==> src/rtl/timedisk_block_reader.sv <==
// Bus initiator for the TimeDisk slot card: builds 7-clock 6502-style bus frames on C7M
// and runs the block-read sequence (IOSEL enable, 3 address writes, N data reads).
module timedisk_block_reader #(
  parameter int SLOT  = 7,
  parameter int LEN_W = 16
) (
  input  logic             C7M,
  input  logic             nRES,
  input  logic             start,
  input  logic [19:0]      addr,
  input  logic [LEN_W-1:0] len,
  output logic             busy,
  output logic [7:0]       rdata,
  output logic             rvalid,
  output logic             done,
  output logic             PHI1,
  output logic [15:0]      A,
  output logic             nWE,
  output logic [7:0]       D_o,
  output logic             D_oe,
  input  logic [7:0]       D_i,
  output logic             nDEVSEL,
  output logic             nIOSEL,
  output logic             nIOSTRB
);

  localparam logic [15:0] DEVSEL_BASE = 16'hC080 + 16'(SLOT * 16);
  localparam logic [15:0] IOSEL_PAGE  = 16'hC000 + 16'(SLOT * 256);

  typedef enum logic [2:0] {
    S_IDLE, S_ARM, S_ENREG, S_WRL, S_WRM, S_WRH, S_READ, S_DONE
  } state_t;

  state_t           state, state_nx;
  logic [2:0]       p, p_nx;
  logic [19:0]      addr_q;
  logic [LEN_W-1:0] cnt;

  logic        frame_end, strobe_on, data_on;
  logic [15:0] a_nx;
  logic        we_nx, dsel_nx, isel_nx, doe_nx;
  logic [7:0]  wdata, do_nx;

  // Frame-op transitions happen only at a frame boundary (P 6->0), except
  // the start acceptance and the single-clock DONE step.
  always_comb begin
    frame_end = (p == 3'd6);
    p_nx      = frame_end ? 3'd0 : p + 3'd1;
    state_nx  = state;
    case (state)
      S_IDLE:  if (start) state_nx = S_ARM;
      S_ARM:   if (frame_end) state_nx = S_ENREG;
      S_ENREG: if (frame_end) state_nx = S_WRL;
      S_WRL:   if (frame_end) state_nx = S_WRM;
      S_WRM:   if (frame_end) state_nx = S_WRH;
      S_WRH:   if (frame_end) state_nx = (cnt == '0) ? S_DONE : S_READ;
      S_READ:  if (frame_end && cnt == LEN_W'(1)) state_nx = S_DONE;
      S_DONE:  state_nx = S_IDLE;
      default: state_nx = S_IDLE;
    endcase

    // Bus outputs are computed for the phase the counter is about to enter.
    strobe_on = (p_nx >= 3'd3);
    data_on   = (p_nx >= 3'd4);
    a_nx      = 16'h0000;
    we_nx     = 1'b1;
    dsel_nx   = 1'b1;
    isel_nx   = 1'b1;
    wdata     = 8'h00;
    case (state_nx)
      S_ENREG: begin
        a_nx    = IOSEL_PAGE;
        isel_nx = !strobe_on;
      end
      S_WRL: begin
        a_nx    = DEVSEL_BASE;
        we_nx   = 1'b0;
        dsel_nx = !strobe_on;
        wdata   = addr_q[7:0];
      end
      S_WRM: begin
        a_nx    = DEVSEL_BASE + 16'd1;
        we_nx   = 1'b0;
        dsel_nx = !strobe_on;
        wdata   = addr_q[15:8];
      end
      S_WRH: begin
        a_nx    = DEVSEL_BASE + 16'd2;
        we_nx   = 1'b0;
        dsel_nx = !strobe_on;
        wdata   = {4'h0, addr_q[19:16]};
      end
      S_READ: begin
        a_nx    = DEVSEL_BASE + 16'd3;
        dsel_nx = !strobe_on;
      end
      default: ;
    endcase
    doe_nx = !we_nx && data_on;
    do_nx  = doe_nx ? wdata : 8'h00;
  end

  always_ff @(posedge C7M or negedge nRES) begin
    if (!nRES) begin
      state   <= S_IDLE;
      p       <= 3'd0;
      addr_q  <= 20'h0;
      cnt     <= '0;
      busy    <= 1'b0;
      rdata   <= 8'h00;
      rvalid  <= 1'b0;
      done    <= 1'b0;
      PHI1    <= 1'b1;
      A       <= 16'h0000;
      nWE     <= 1'b1;
      D_o     <= 8'h00;
      D_oe    <= 1'b0;
      nDEVSEL <= 1'b1;
      nIOSEL  <= 1'b1;
      nIOSTRB <= 1'b1;
    end else begin
      state   <= state_nx;
      p       <= p_nx;
      PHI1    <= (p_nx <= 3'd2);
      A       <= a_nx;
      nWE     <= we_nx;
      D_o     <= do_nx;
      D_oe    <= doe_nx;
      nDEVSEL <= dsel_nx;
      nIOSEL  <= isel_nx;
      nIOSTRB <= 1'b1;
      rvalid  <= 1'b0;
      done    <= 1'b0;
      if (state == S_IDLE && start) begin
        busy   <= 1'b1;
        addr_q <= addr;
        cnt    <= len;
      end
      // Read data is taken on the edge closing the READ frame.
      if (state == S_READ && frame_end) begin
        rdata  <= D_i;
        rvalid <= 1'b1;
        cnt    <= cnt - LEN_W'(1);
      end
      if (state == S_DONE) begin
        done <= 1'b1;
        busy <= 1'b0;
      end
    end
  end

endmodule

==> config.mk <==
export PLATFORM = sky130hd
export DESIGN_NAME = timedisk_block_reader
export DESIGN_NICKNAME = d
export VERILOG_FILES = /design/src/rtl/timedisk_block_reader.sv
export SDC_FILE = /design/constraint.sdc
export NUM_CORES = 1
export LEC_CHECK = 0
export CAP_MARGIN = 10
export CORE_AREA = 3 3 74 104
export CTS_BUF_LIST = sky130_fd_sc_hd__clkbuf_16
export DETAILED_ROUTE_END_ITERATION = 7
export DIE_AREA = 0 0 77 107
export PLACE_DENSITY = 0.9
export SLEW_MARGIN = 25
export SYNTH_ARGS = -nofsm -noshare
export SYNTH_HDL_FRONTEND = slang
export SYNTH_SLANG_ARGS = --single-unit
==> constraint.sdc <==
create_clock -name C7M -period 2.4 [get_ports C7M]
set_input_delay 0.72 -clock C7M [delete_from_list [all_inputs] [get_ports C7M]]
set_output_delay 0.72 -clock C7M [all_outputs]
set_load 0.02 [all_outputs]
==> metrics.cfg <==
[run_status]
outcome=complete, no violations

[finish]
final_common_cell=nand2_1
antennaDiodeCount=0
fill_cells=564
seqCellArea_mm2=0.001782
multi_input_area_mm2=0.001363
fin_area_mm2=0.004484
finish.net_count=483
syn2layout_area_growth_pct=34.08
final_cell_mix=nand2_1 (109), clkdlybuf4s50_1 (80), dfrtp_1 (67), nor2_1 (20), a21oi_1 (16)
drive_gt1_share_pct=9.589

[cts]
cts_resized=0
cts_root_buf=clkbuf_16
clock_path_buffers=2
clk_latency_ns=0.33
clock-sinks=71
numCtsBuffers=9
cts.hold.buffers_added=0
cts_post_setup_buffers_inserted=0
cts.clk_slew.worst_paths_ns=0.06
cts_htree_levels=3
cts_tree=yes

[detailed_routing]
vias=2832
first_iter_violations=208
viasPerCell=5.313
drtPass1Iterations=4
wire_per_inst_um=14.54
remaining_drc_errors=0
ant_nets=0
wirelength_um=7751

[setup_path]
cp.arrival_ns=2.48
start_kind=flip-flop
end_kind=flip-flop
path_class=reg -> reg
crit_fanout=8
cp_slowest_cell=nor3_1
slowest_delay_ns=0.83
path_cells=nand3b_1 > a21oi_1 > a211oi_4 > nor3_1 > a221o_1
cp.required_ns=2.66

[power_and_ir_drop]
power.density_mw_per_mm2=1107
cellLeakagePower_nw=2.021
vdd_drop_max_mv=0.6479

[yosys]
synth_edf_count=0
synthesis.area_mm2=0.003344
yosysSeqAreaShare_pct=53.27
synth_cells=354
ys_async_sr_fraction_pct=100.0
synth_ff_type=dfrtp_1
synth_area_leaders=dfrtp_1 (50%), nand2_1 (12%), dfstp_2 (3.1%)
ys_ff_latch=71
synth.avg_cell_area_um2=9.448
synth_area_leader_cell=dfrtp_1
synth_top_area_share_pct=50.13
yosys_warnings=0
synth_cell_type_count=55

[timing]
period_minus_slack_ns=2.216
fmax_ghz=0.4512
maxSlewViolCount=0
finalHoldViolCount=0
fin_tns_setup_ns=0
worstMarginPinSlew_ns=1.015
maxSlewHeadroom_pct=31.81
finClkSkew_ns=0.006826
finalCritPeriodShare_pct=92.35
setup_viol=0
grt_setup_unrepaired=no

[floorplanning]
die_w_um=77
initial_core_util_pct=48.53
io_pins=88
fp.dieH_um=107
rows=36
die_area_mm2=0.008239
coreArea_mm2=0.006892

[run]
maxCapViolations=0

[place]
portBuffers=81
gp_congestion=0.9651
hpwl_um=5427
placed_cell_area_mm2=0.004187

[global_routing]
antenna_found_initial=0
grt_use_total_pct=19.69
grt_max_degree=72
grt_overflow=0
grt_pass1_vias=2726
grt_pass1_wl_um=12870

[hold_path]
worstHoldPathType=in -> async

==> cell type report <==
| cell class | count | share of cell area, % |
|---|---|---|
| flip-flops and latches | 71 | 39.73 |
| well taps | 95 | 2.651 |
| clock inverters | 7 | 1.618 |
| clock buffers | 9 | 5.022 |
| inverters | 8 | 0.6696 |
| multi-input cells | 252 | 30.39 |
| repair buffers | 91 | 19.92 |
==> where the power goes <==
part | internal, mW | leakage, nW | total (mW) | switching (mW)
clock network | 0.807 | 0.149 | 1.31 | 0.499
registers | 1.61 | 0.857 | 1.94 | 0.330
logic | 0.761 | 1.01 | 1.71 | 0.954
total | 3.18 | 2.02 | 4.96 | 1.78
==> per-layer routing <==
layer	GRT usage [%]	up-vias	wire length [µm]
met2	37.34	119	4261
met5	0	-	0
met1	21.26	1358	2875
met4	6.870	0	104
met3	4.454	8	508
li1	-	1347	-
==> through the flow <==
stage | power (mW) | hold slack (ns) | std cells | utilization [%] | worst slack, ns
detailed placement | 3.661 | 0.4545 | 517 | 60.75 | 0.2223
floorplan | 3.094 | 0.4244 | 358 | - | 0.3874
global route | 5.281 | 0.4504 | 533 | 65.07 | 0.04701
global placement | 3.580 | 0.4488 | 517 | 60.75 | 0.2806
CTS | 4.994 | 0.4300 | 533 | 65.07 | 0.1851
finish | 4.963 | 0.4155 | 533 | 65.07 | 0.1836
==> worst max-delay path, delay by kind of cell (launching register included) <==
kind / cells / cell delay, ns
AO/OA/AOI/OAI: 3 / 0.65
AND/OR/NAND/NOR: 2 / 1.08
flip-flops: 1 / 0.43
==> synthesized netlist by cell type, drive strengths merged (4+ instances only) <==
library cell / number
nand2: 110
dfrtp: 67
nor2: 20
buf: 19
a21oi: 16
o21ai: 10
nand3: 9
clkbuf: 8
inv: 7
nor3: 7
a221o: 6
and2: 6
a22o: 5
nand2b: 5
dfstp: 4
nand3b: 4
nor4: 4
o311ai: 4
==> logic make-up after synthesis <==
logic type | Yosys count | synth area share (%)
buffers and inverters | 35 | 6.435
AO/OA/AOI/OAI | 56 | 12.61
AND/OR/NAND/NOR | 185 | 25.78
XOR/XNOR | 1 | 0.2619
flip-flops | 71 | 53.27
adder cells (fa/ha/maj) | 3 | 1.122
multiplexers | 1 | 0.2993
other | 2 | 0.2246
==> state kept, by name, summed over array words and instances, names as in the netlist, 3 cells and up <==
register,flops
A,5
D_o,8
addr_q,20
cnt,16
p,3
rdata,8
state,3
==> worst paths after layout <==
path | start | end | slack [ns] | cells past startpoint
max | p[0]$_DFF_PN0_ | D_o[2]$_DFF_PN0_ | 0.18 | 5
min | nRES | rdata[5]$_DFFE_PN0P_ | 0.42 | 2
max reg2reg | p[0]$_DFF_PN0_ | D_o[2]$_DFF_PN0_ | 0.18 | 5
min reg2reg | addr_q[1]$_DFFE_PN0P_ | addr_q[1]$_DFFE_PN0P_ | 0.47 | 2
max in group asynchronous | nRES | PHI1$_DFF_PN1_ | 1.64 | 2
min in group C7M | addr_q[1]$_DFFE_PN0P_ | addr_q[1]$_DFFE_PN0P_ | 0.47 | 2
Power figures use the tool's default switching activity.
==> patch (config.mk and constraints unchanged) <==
`SLOT`: 7 -> 3.
--- a/src/rtl/timedisk_block_reader.sv
+++ b/src/rtl/timedisk_block_reader.sv
@@ -2,5 +2,5 @@
 // and runs the block-read sequence (IOSEL enable, 3 address writes, N data reads).
 module timedisk_block_reader #(
-  parameter int SLOT  = 7,
+  parameter int SLOT  = 3,
   parameter int LEN_W = 16
 ) (
Formal check against the unedited RTL: not equivalent (Yosys sat finds a counterexample within 10 cycles, from zero or initial values).
==> patch against the original RTL <==
Worst setup slack got worse by 15 ps. Wire length increased by 0.84%. Hold slack got worse by 14 ps. Highest routed layer unchanged. Final area increased by 0.39%. Die area unchanged. Sequential cell count unchanged. Area after synthesis decreased by 0.90%.
Power is not compared: it rests on default switching activity, and its combinational part moved more than twofold at a synthesized area within 25%.
==> patch: results (changes against the original RTL) <==
Status - completed (unchanged)
Post-Route Skew - 3.92 ps (was 6.83 ps)
Yosys cell types - 50 (was 55)
First-pass GRT wire length - 13000 um (was 12900 um)
Placed cells - 524 (was 517)
Reg clk slew, reported paths - 60 ps (about the same)
Final Instance Count excl. Fillers - 540 (was 533)
Sequential fraction of the synthesis area - 53.8% (was 53.3%)
Top cells by area, synth - dfrtp_1 (51%), nand2_1 (12%), dfstp_2 (3.2%) (was dfrtp_1 (50%), nand2_1 (12%), dfstp_2 (3.1%))
Routability cong. - 0.902 (was 0.965)
Worst-Margin Slew - 612 ps (was 1020 ps)
Share of cells above drive strength 1 - 9.44% (was 9.59%)
Critical path arrival - 2440 ps (was 2480 ps)
Nets@finish - 490 (was 483)
DR iter-0 viols - 239 (was 208)
Vias in the first global route - 2853 (was 2726)
Syn_area_per_cell - 9.21 um2 (was 9.45 um2)
CP peak stage delay - 440 ps (was 830 ps)
Tot GR Track Use - 19.9% (was 19.7%)
Slowest cell on the critical path - or4b_1 (was nor3_1)
Post-DP Area - 4180 um2 (was 4190 um2)
Vias per std cell - 5.29 (was 5.31)
WL per Instance - 14.5 um (about the same)
Top delay family on crit path - compound AO/OA/AOI/OAI gates (was simple AND/OR/NAND/NOR gates)
Port bufs - 79 (was 81)
[patch: what timing repair did]
item / CTS / global route
setup buffers: 0 / 0
resized for setup: 0 / 5
setup endpoints to repair: 0 / 4
[patch: layer usage]
metal | global-route usage (%) | routed length [um] | up-vias | share of wire (%)
met3 | 4.54 | 431 | 16 | 5.5
li1 | - | - | 1376 | -
met1 | 23.6 | 3050 | 1356 | 39
met5 | 0 | 0 | - | 0
met4 | 7.38 | 139 | 0 | 1.8
met2 | 35.1 | 4200 | 108 | 54
[patch: final timing paths]
| kind | end | depth (start not counted) | slack (ps) | startpoint |
|---|---|---|---|---|
| setup / recovery | D_o[2]$_DFF_PN0_ | 7 | 170 | cnt[1]$_DFFE_PN0P_ |
| hold / removal | addr_q[12]$_DFFE_PN0P_ | 2 | 400 | nRES |
| hold reg to reg | addr_q[18]$_DFFE_PN0P_ | 2 | 470 | addr_q[18]$_DFFE_PN0P_ |
| min in group C7M | addr_q[18]$_DFFE_PN0P_ | 2 | 470 | addr_q[18]$_DFFE_PN0P_ |
| setup reg to reg | D_o[2]$_DFF_PN0_ | 7 | 170 | cnt[1]$_DFFE_PN0P_ |
| max in group asynchronous | nIOSEL$_DFF_PN1_ | 2 | 1660 | nRES |
[patch: kinds of logic (layout without fill, tap and decap cells)]
logic type / count (synthesis) / in the layout / share of synthesized area [%]
and+or+nand+nor: 187 / 187 / 25.9
DFF: 71 / 71 / 53.8
AOI/OAI and AO/OA: 57 / 57 / 12.6
buffers and inverters: 39 / 118 / 6.12
adders and majority gates: 3 / 3 / 1.13
other: 2 / 8 / 0.227
muxes: 1 / 1 / 0.302
[patch: area by class of cell]
cell class	count	area [um2]
fillers	571	2390
inverters	12	45.0
flip-flops and latches	71	1780
multi-input cells	256	1380
clock buffers	9	225
repair buffers	90	881
clock inverters	7	72.6
well taps	95	119
